**config.mk**
```make
export PLATFORM = sky130hd
export DESIGN_NAME = free_list_multiport
export DESIGN_NICKNAME = d
export VERILOG_FILES = /design/src/rtl/free_list_multiport.sv
export SDC_FILE = /design/constraint.sdc
export NUM_CORES = 1
export LEC_CHECK = 0
export CAP_MARGIN = 20
export CORE_MARGIN = 3
export CORE_UTILIZATION = 30
export CTS_BUF_LIST = sky130_fd_sc_hd__clkbuf_8
export DETAILED_ROUTE_END_ITERATION = 12
export PLACE_DENSITY = 0.41
export SLEW_MARGIN = 20
export SYNTH_ARGS = -nofsm -noshare
export SYNTH_HDL_FRONTEND = slang
export SYNTH_SLANG_ARGS = --single-unit
```
**constraint.sdc**
```tcl
create_clock -name clk -period 6.8 [get_ports clk]
set_clock_uncertainty 0.1 [all_clocks]
set_input_delay 1.36 -clock clk [delete_from_list [all_inputs] [get_ports clk]]
set_output_delay 1.36 -clock clk [all_outputs]
set_load 0.03 [all_outputs]
```
**src/rtl/free_list_multiport.sv**
```systemverilog
// Multi-port circular free list of physical register indexes for rename (alloc) and commit (free).
// Allocation is a combinational read; the read pointer can be restored in one cycle on a flush.
module free_list_multiport #(
    parameter int unsigned NUM_PHYS_REGS = 64,
    parameter int unsigned NUM_ARCH_REGS = 32,
    parameter int unsigned ALLOC_WIDTH   = 2,
    parameter int unsigned FREE_WIDTH    = 2,
    localparam int unsigned PRW   = $clog2(NUM_PHYS_REGS),
    localparam int unsigned DEPTH = NUM_PHYS_REGS - NUM_ARCH_REGS,
    localparam int unsigned AW    = $clog2(DEPTH)
) (
    input  logic                         clk,
    input  logic                         rst,
    input  logic [ALLOC_WIDTH-1:0]       alloc_req,
    output logic                         alloc_ready,
    output logic [ALLOC_WIDTH*PRW-1:0]   alloc_preg,
    input  logic [FREE_WIDTH-1:0]        free_valid,
    input  logic [FREE_WIDTH*PRW-1:0]    free_preg,
    input  logic                         restore_valid,
    input  logic [AW:0]                  restore_rptr,
    output logic [AW:0]                  rptr_out,
    output logic [AW:0]                  count,
    output logic                         overflow_err
);

    localparam logic [AW:0] DEPTH_PTR = (AW+1)'(DEPTH);

    logic [PRW-1:0] entry_q [DEPTH];
    logic [PRW-1:0] entry_d [DEPTH];
    logic [AW:0]    rptr_q, rptr_d;
    logic [AW:0]    wptr_q, wptr_d;
    logic           overflow_q, overflow_d;

    logic [AW:0]    n_alloc, n_free, space;
    logic [AW-1:0]  alloc_off [ALLOC_WIDTH];
    logic [AW-1:0]  free_off [FREE_WIDTH];
    logic           free_ok;

    assign count        = wptr_q - rptr_q;
    assign space        = DEPTH_PTR - count;
    assign rptr_out     = rptr_q;
    assign overflow_err = overflow_q;

    // Lanes are compacted: each requesting lane takes the next entry after earlier requesters.
    always_comb begin
        n_alloc    = '0;
        alloc_preg = '0;
        for (int i = 0; i < int'(ALLOC_WIDTH); i++) begin
            alloc_off[i] = n_alloc[AW-1:0];
            n_alloc      = n_alloc + (AW+1)'(alloc_req[i]);
        end
        for (int i = 0; i < int'(ALLOC_WIDTH); i++) begin
            alloc_preg[i*PRW +: PRW] = entry_q[rptr_q[AW-1:0] + alloc_off[i]];
        end
        alloc_ready = (count >= n_alloc) && !restore_valid;
    end

    always_comb begin
        n_free = '0;
        for (int j = 0; j < int'(FREE_WIDTH); j++) begin
            free_off[j] = n_free[AW-1:0];
            n_free      = n_free + (AW+1)'(free_valid[j]);
        end
        free_ok    = (n_free <= space);
        entry_d    = entry_q;
        wptr_d     = wptr_q;
        overflow_d = overflow_q;
        // An over-subscribed free batch is dropped whole and flagged.
        if (free_ok) begin
            for (int j = 0; j < int'(FREE_WIDTH); j++) begin
                if (free_valid[j]) begin
                    entry_d[wptr_q[AW-1:0] + free_off[j]] = free_preg[j*PRW +: PRW];
                end
            end
            wptr_d = wptr_q + n_free;
        end else begin
            overflow_d = 1'b1;
        end
    end

    always_comb begin
        rptr_d = rptr_q;
        if (restore_valid) begin
            rptr_d = restore_rptr;
        end else if (alloc_ready) begin
            rptr_d = rptr_q + n_alloc;
        end
    end

    always_ff @(posedge clk) begin
        if (rst) begin
            for (int i = 0; i < int'(DEPTH); i++) begin
                entry_q[i] <= PRW'(i + int'(NUM_ARCH_REGS));
            end
            rptr_q     <= '0;
            wptr_q     <= DEPTH_PTR;
            overflow_q <= 1'b0;
        end else begin
            entry_q    <= entry_d;
            rptr_q     <= rptr_d;
            wptr_q     <= wptr_d;
            overflow_q <= overflow_d;
        end
    end

endmodule
```
==> flow_summary.json, run 1 <==
{
  "synth_seq_cells": 205,
  "synth-xor-area-share": 0.00462,
  "ir_drop_mv": 0.205,
  "area_delta_synth_final_pct": 12.3,
  "whs_ps": 373,
  "cp-end-kind": "output pin",
  "cts.sinks": 205,
  "die_x_um": 231,
  "n_fill_cell": 5152,
  "period_share": 0.916,
  "final-seq-area_mm2": 0.00411,
  "path_class": "in2out",
  "gp_congestion": 0.892,
  "htreeDepth": 2,
  "synth.avg_cell_area_um2": 8.24,
  "synth_top_family_by_area": "multiplexers",
  "slew-limit-headroom": 0.277,
  "synth-async-reset-ratio": 0,
  "grt_pass1_vias": 13700,
  "synthDistinctLibCells": 54,
  "yosys.area_share.simple": 0.183,
  "finalNetCount": 1848,
  "r2r-end": "entry_q[161]",
  "layout_commonest_cell": "nand2_1",
  "clk_path_buf_depth": 3,
  "syn_inst": 1843,
  "r2r-start": "wptr_q[1]",
  "tightest_slew_ps": 1080,
  "path_max_fanout": 21,
  "multi_input_area_mm2": 0.0103,
  "rsz0062_at_grt": "no",
  "clk-insertion-delay-late_ps": 610,
  "hold_violations": 0,
  "cp-endpoint": "alloc_preg[9]",
  "cellLeakagePower_nw": 5.53,
  "synthMuxAreaShare": 0.265,
  "routedWlPerCell_um": 26.7,
  "die_h_um": 231,
  "syn_area_mm2": 0.0152,
  "final_util": 0.345,
  "antenna_cells": 0,
  "cts_root_buf": "clkbuf_8",
  "post-cts-setup-buffers": 0,
  "cts_tree": "built",
  "drt-total-wl_um": 66500,
  "crit_path_start_kind": "input port",
  "fin_area_mm2": 0.0170,
  "synth_ff_type": "dfxtp_1",
  "track_usage": 0.245,
  "vias": 14900,
  "crit_path_start": "alloc_req[0]",
  "finalCriticalPeriod_ps": 6230,
  "grt_antenna_before_repair": 1,
  "slew_viol_final": 0,
  "cts_buffers": 45,
  "rows": 81,
  "drive_gt1_frac": 0.139,
  "fmax_mhz": 160,
  "io_pins": 51,
  "grt_pass1_wl_um": 97700,
  "synth_edf_count": 0,
  "r2r_setup_slack_ps": 2520,
  "grt_max_degree": 121,
  "dp_cells": 2417,
  "ys_seq_area_frac": 0.270,
  "crit_required_ps": 5340,
  "synth_area_leader_cell": "dfxtp_1",
  "io_buffer_count": 50,
  "via_per_inst": 5.96,
  "instances_no_fill": 2493,
  "drt_iter0_drc": 1649,
  "dr.pass1.iters": 5,
  "die-area_mm2": 0.0533,
  "start_util": 0.307,
  "synth-adder-area-share": 0.0204,
  "drc": 0,
  "core_area_mm2": 0.0495,
  "gr-total-overflow": 0,
  "worstHoldPathType": "reg2reg",
  "most-common-layout-cells": "267 x nand2_1, 203 x dfxtp_1, 196 x nor2_1",
  "tns_ps": 0,
  "post_cts_resized": 0,
  "dpl-instance-area_mm2": 0.0162,
  "synth-compound-area-share": 0.202,
  "ys_warn_count": 0,
  "holdPathStages": 2,
  "path_clk_slew_ps": 60,
  "finalSetupViolCount": 0,
  "ctsHoldBuffers": 0,
  "synthTopCellsByArea": "dfxtp_1 27%, mux4_2 18%, mux2i_1 8.0%",
  "dp_hpwl_um": 43400,
  "cp_data_arrival_time_ps": 4770,
  "reg2regPathDepth": 9,
  "outcome": "finished clean",
  "synth_nets": 1891,
  "p_per_area_mw_per_mm2": 295,
  "synth_top_cell_area_share": 0.270,
  "drtAntennaViolNets": 0,
  "drv_cap": 0
}
==> synthesized netlist by cell type, drive strengths merged, types with 3 or more instances <==
library cell,instances
nor2,196
clkbuf,144
xor2,3
ha,20
a211oi,95
nor3,9
nor2b,3
a21oi,132
and3,5
mux4,120
and3b,3
nand3,134
and2,5
fa,3
o31ai,4
o311ai,35
or3,6
nand2b,8
a211o,4
mux2i,121
nand2,267
a31oi,3
inv,17
nand3b,3
a21boi,5
o211ai,46
mux2,10
clkinv,3
dfxtp,205
buf,46
xnor2,5
o21ai,159
==> routing by layer <==
metal  GRT usage  vias up  wire length (µm)
li1            -     6747                 -
met1       0.361     7406             31200
met2       0.358      589             28200
met3      0.0508      110              5180
met4      0.0719        0              1910
met5           0        -                 0
==> how the worst min path moves through the flow <==
stage	startpoint	to	slack, ps
6_report	overflow_err	overflow_err	370
5_1_grt	entry_q[43]	entry_q[43]	410
4_1_cts	overflow_err	overflow_err	380
3_5_place_dp	overflow_err	overflow_err	370
3_3_place_gp	overflow_err	overflow_err	350
2_1_floorplan	entry_q[102]	entry_q[102]	350
==> stage by stage <==
stage / power [mW] / setup WS, ps
final: 5.03 / 568
after global routing: 5.29 / 458
after CTS: 5.06 / 544
after detailed placement: 3.72 / 549
after global placement: 3.71 / 457
after floorplan: 2.94 / 1660
==> layout make-up <==
class,instances,share of cell area
Clock inverter,27,0.00778
Clock buffer,49,0.0396
Inverter,20,0.00448
Multi-Input combinational cell,1428,0.605
Tap cell,664,0.0487
Sequential cell,205,0.241
Timing Repair Buffer,100,0.0533
==> kinds of logic (layout without fill, tap and decap cells) <==
group,after synthesis,after routing
adders and majority gates,23,23
DFF,205,205
and+or+nand+nor,650,650
AOI/OAI and AO/OA,496,496
xor gates and xnor gates,8,8
muxes,251,251
buffers and inverters,210,196
==> flip-flops by register name, indices dropped and copies added, names as in the netlist <==
name          flops
wptr_q            6
entry_q         192
overflow_err      1
rptr_out          6
==> power by group <==
part           total, mW  leakage, nW  switching (mW)  internal [mW]
Sequential          1.55         1.66           0.224           1.33
Combinational       2.17         3.37            1.37          0.793
Clock               1.31        0.498           0.621          0.689
Total               5.03         5.53            2.22           2.81
==> critical path, cell delays in order <==
cell and delay (ps):
clkdlybuf4s50_1 550, ha_4 600, buf_12 240, mux4_2 530, mux4_2 510, mux2_2 340, clkdlybuf4s50_1 610
Note: power is estimated with default switching activity, not from simulation.
==> run 2: changes to the inputs <==
--- a/config.mk
+++ b/config.mk
@@ -11,6 +11,7 @@
 export CTS_BUF_LIST = sky130_fd_sc_hd__clkbuf_8
 export DETAILED_ROUTE_END_ITERATION = 12
 export PLACE_DENSITY = 0.41
+export SKIP_LAST_GASP = 1
 export SLEW_MARGIN = 20
 export SYNTH_ARGS = -nofsm -noshare
 export SYNTH_HDL_FRONTEND = slang
==> results of run 2 <==
Same layout as run 1: the final DEF is identical, and so are final timing and power.
==> run 3: changes to the inputs <==
==> constraint.sdc (replaced) <==
create_clock -name clk -period 6.8 [get_ports clk]
set_clock_uncertainty 0.1 [all_clocks]
set_input_delay 1.36 -clock clk [delete_from_list [all_inputs] [get_ports clk]]
set_output_delay 1.36 -clock clk [all_outputs]
set_load 0.05 [all_outputs]
==> flow_summary.json, run 3 (synthesis gave the netlist of run 1 again) <==
{
  "outcome": "finished clean",
  "r2r-end": "entry_q[111]",
  "gp_congestion": 0.873,
  "rsz0062_at_grt": "no",
  "antenna_cells": 0,
  "drive_gt1_frac": 0.143,
  "fin_area_mm2": 0.0171,
  "htreeDepth": 2,
  "holdPathStages": 2,
  "drtAntennaViolNets": 0,
  "core_area_mm2": 0.0495,
  "grt_antenna_before_repair": 1,
  "path_clk_slew_ps": 50,
  "io_buffer_count": 50,
  "slew_viol_final": 0,
  "crit_family": "buffers and inverters",
  "crit_required_ps": 5340,
  "routedWlPerCell_um": 27.0,
  "finalCriticalPeriod_ps": 6210,
  "drt_iter0_drc": 1682,
  "track_usage": 0.246,
  "min_to": "entry_q[179]",
  "hold_violations": 0,
  "r2r-start": "wptr_q[1]",
  "layout_commonest_cell": "nand2_1",
  "top_layer_used": "met4",
  "grt_pass1_vias": 13800,
  "path_class": "in2out",
  "io_pins": 51,
  "worst_path_largest_cell_delay_ps": 720,
  "drv_cap": 0,
  "dr_wl_met2_um": 29100,
  "finalSetupViolCount": 0,
  "clk_path_buf_depth": 3,
  "drc": 0,
  "power_switching_mw": 2.32,
  "die_h_um": 231,
  "power.internal_mw": 2.89,
  "worstHoldPathType": "reg2reg",
  "dr.pass1.iters": 5,
  "ir_drop_mv": 0.210,
  "die-area_mm2": 0.0533,
  "slew-limit-headroom": 0.224,
  "die_x_um": 231,
  "dpl-instance-area_mm2": 0.0162,
  "area_delta_synth_final_pct": 12.7,
  "crit_path_start_kind": "input port",
  "r2r_setup_slack_ps": 2400,
  "drt-total-wl_um": 67200,
  "post_cts_resized": 0,
  "reg2regPathDepth": 9,
  "cts_buffers": 42,
  "cts.sinks": 205,
  "cellLeakagePower_nw": 5.54,
  "ctsHoldBuffers": 0,
  "dp_hpwl_um": 43300,
  "finalNetCount": 1846,
  "vias": 14900,
  "min_from": "entry_q[179]",
  "period_share": 0.913,
  "post-cts-setup-buffers": 0,
  "path_cells": "clkdlybuf4s50_1 > ha_4 > buf_12 > mux4_2 > mux4_2 > mux2_2 > clkdlybuf4s50_1",
  "rows": 81,
  "cts_tree": "built",
  "p_per_area_mw_per_mm2": 305,
  "cp_data_arrival_time_ps": 4750,
  "gr-total-overflow": 0,
  "n_fill_cell": 5228,
  "start_util": 0.307,
  "cts_root_buf": "clkbuf_8",
  "largest_register_ffs": 192,
  "tightest_slew_ps": 1160,
  "crit_slowest_cell": "clkdlybuf4s50_1",
  "regMostFlops": "entry_q",
  "critPathBufInv": 3,
  "dr_wl_met3_um": 5120,
  "grt_max_degree": 132,
  "fmax_mhz": 161,
  "swShare": 0.446,
  "pwr-share-clk": 0.265,
  "p_seq_frac": 0.295,
  "wl_met1_um": 31300,
  "cp-end-kind": "output pin",
  "via_per_inst": 6.00,
  "comb_power_share": 0.440,
  "tns_ps": 0,
  "most-common-layout-cells": "267 x nand2_1, 203 x dfxtp_1, 196 x nor2_1",
  "clk-insertion-delay-late_ps": 610,
  "path_max_fanout": 48,
  "grt_pass1_wl_um": 97900
}
## run 3: changes by cell type in the layout (fill, tap and decap cells not counted), sizes merged
cell,before,now
buf,54,56
clkdlybuf4s50,46,45
clkbuf,49,55
inv,40,32
## run 3: worst max path at each step
| stage | end | startpoint | depth (start not counted) |
|---|---|---|---|
| final | alloc_preg[9] | alloc_req[0] | 7 |
| after floorplan | alloc_ready | rptr_out[1] | 12 |
| after global routing | alloc_preg[11] | alloc_req[0] | 7 |
| after CTS | alloc_preg[11] | alloc_req[0] | 7 |
| after detailed placement | alloc_preg[11] | alloc_req[0] | 7 |
| after global placement | alloc_preg[9] | alloc_req[0] | 7 |
## run 3: worst min-delay path, delay by kind of cell (launching register included)
kind,cells,cell delay (ps)
flops,1,320
simple gates,2,120
## run 3: through the flow
step | total power [mW] | setup slack [ps] | cells | util | hold slack, ps
finish | 5.22 | 590 | 2492 | 0.346 | 395
global route | 5.47 | 489 | 2492 | 0.346 | 418
CTS | 5.24 | 589 | 2492 | 0.346 | 393
detailed placement | 3.85 | 590 | 2418 | 0.328 | 375
global placement | 3.83 | 405 | 2417 | 0.328 | 352
floorplan | 3.03 | 1030 | 1843 | - | 351
## run 3: cell type report
cell class / count / area, µm² / area share
multi-input combinational: 1428 / 10300 / 0.602
sequential: 205 / 4110 / 0.240
timing repair buffer: 101 / 927 / 0.0542
tap: 664 / 831 / 0.0486
clock buffer: 55 / 757 / 0.0443
clock inverter: 19 / 103 / 0.00600
inverter: 20 / 76.3 / 0.00446
## run 3: metal layers
layer | GRT usage | vias to the layer above
li1 | - | 6726
met1 | 0.366 | 7467
met2 | 0.369 | 654
met3 | 0.0396 | 95
met4 | 0.0680 | 0
met5 | 0 | -
## run 3: power by group through the flow
stage,logic [mW],clock network [mW],registers (mW)
2_1_floorplan,1.57,0,1.46
3_3_place_gp,2.27,0,1.57
3_5_place_dp,2.29,0,1.56
4_1_cts,2.29,1.42,1.53
5_1_grt,2.45,1.47,1.55
6_report,2.30,1.38,1.54
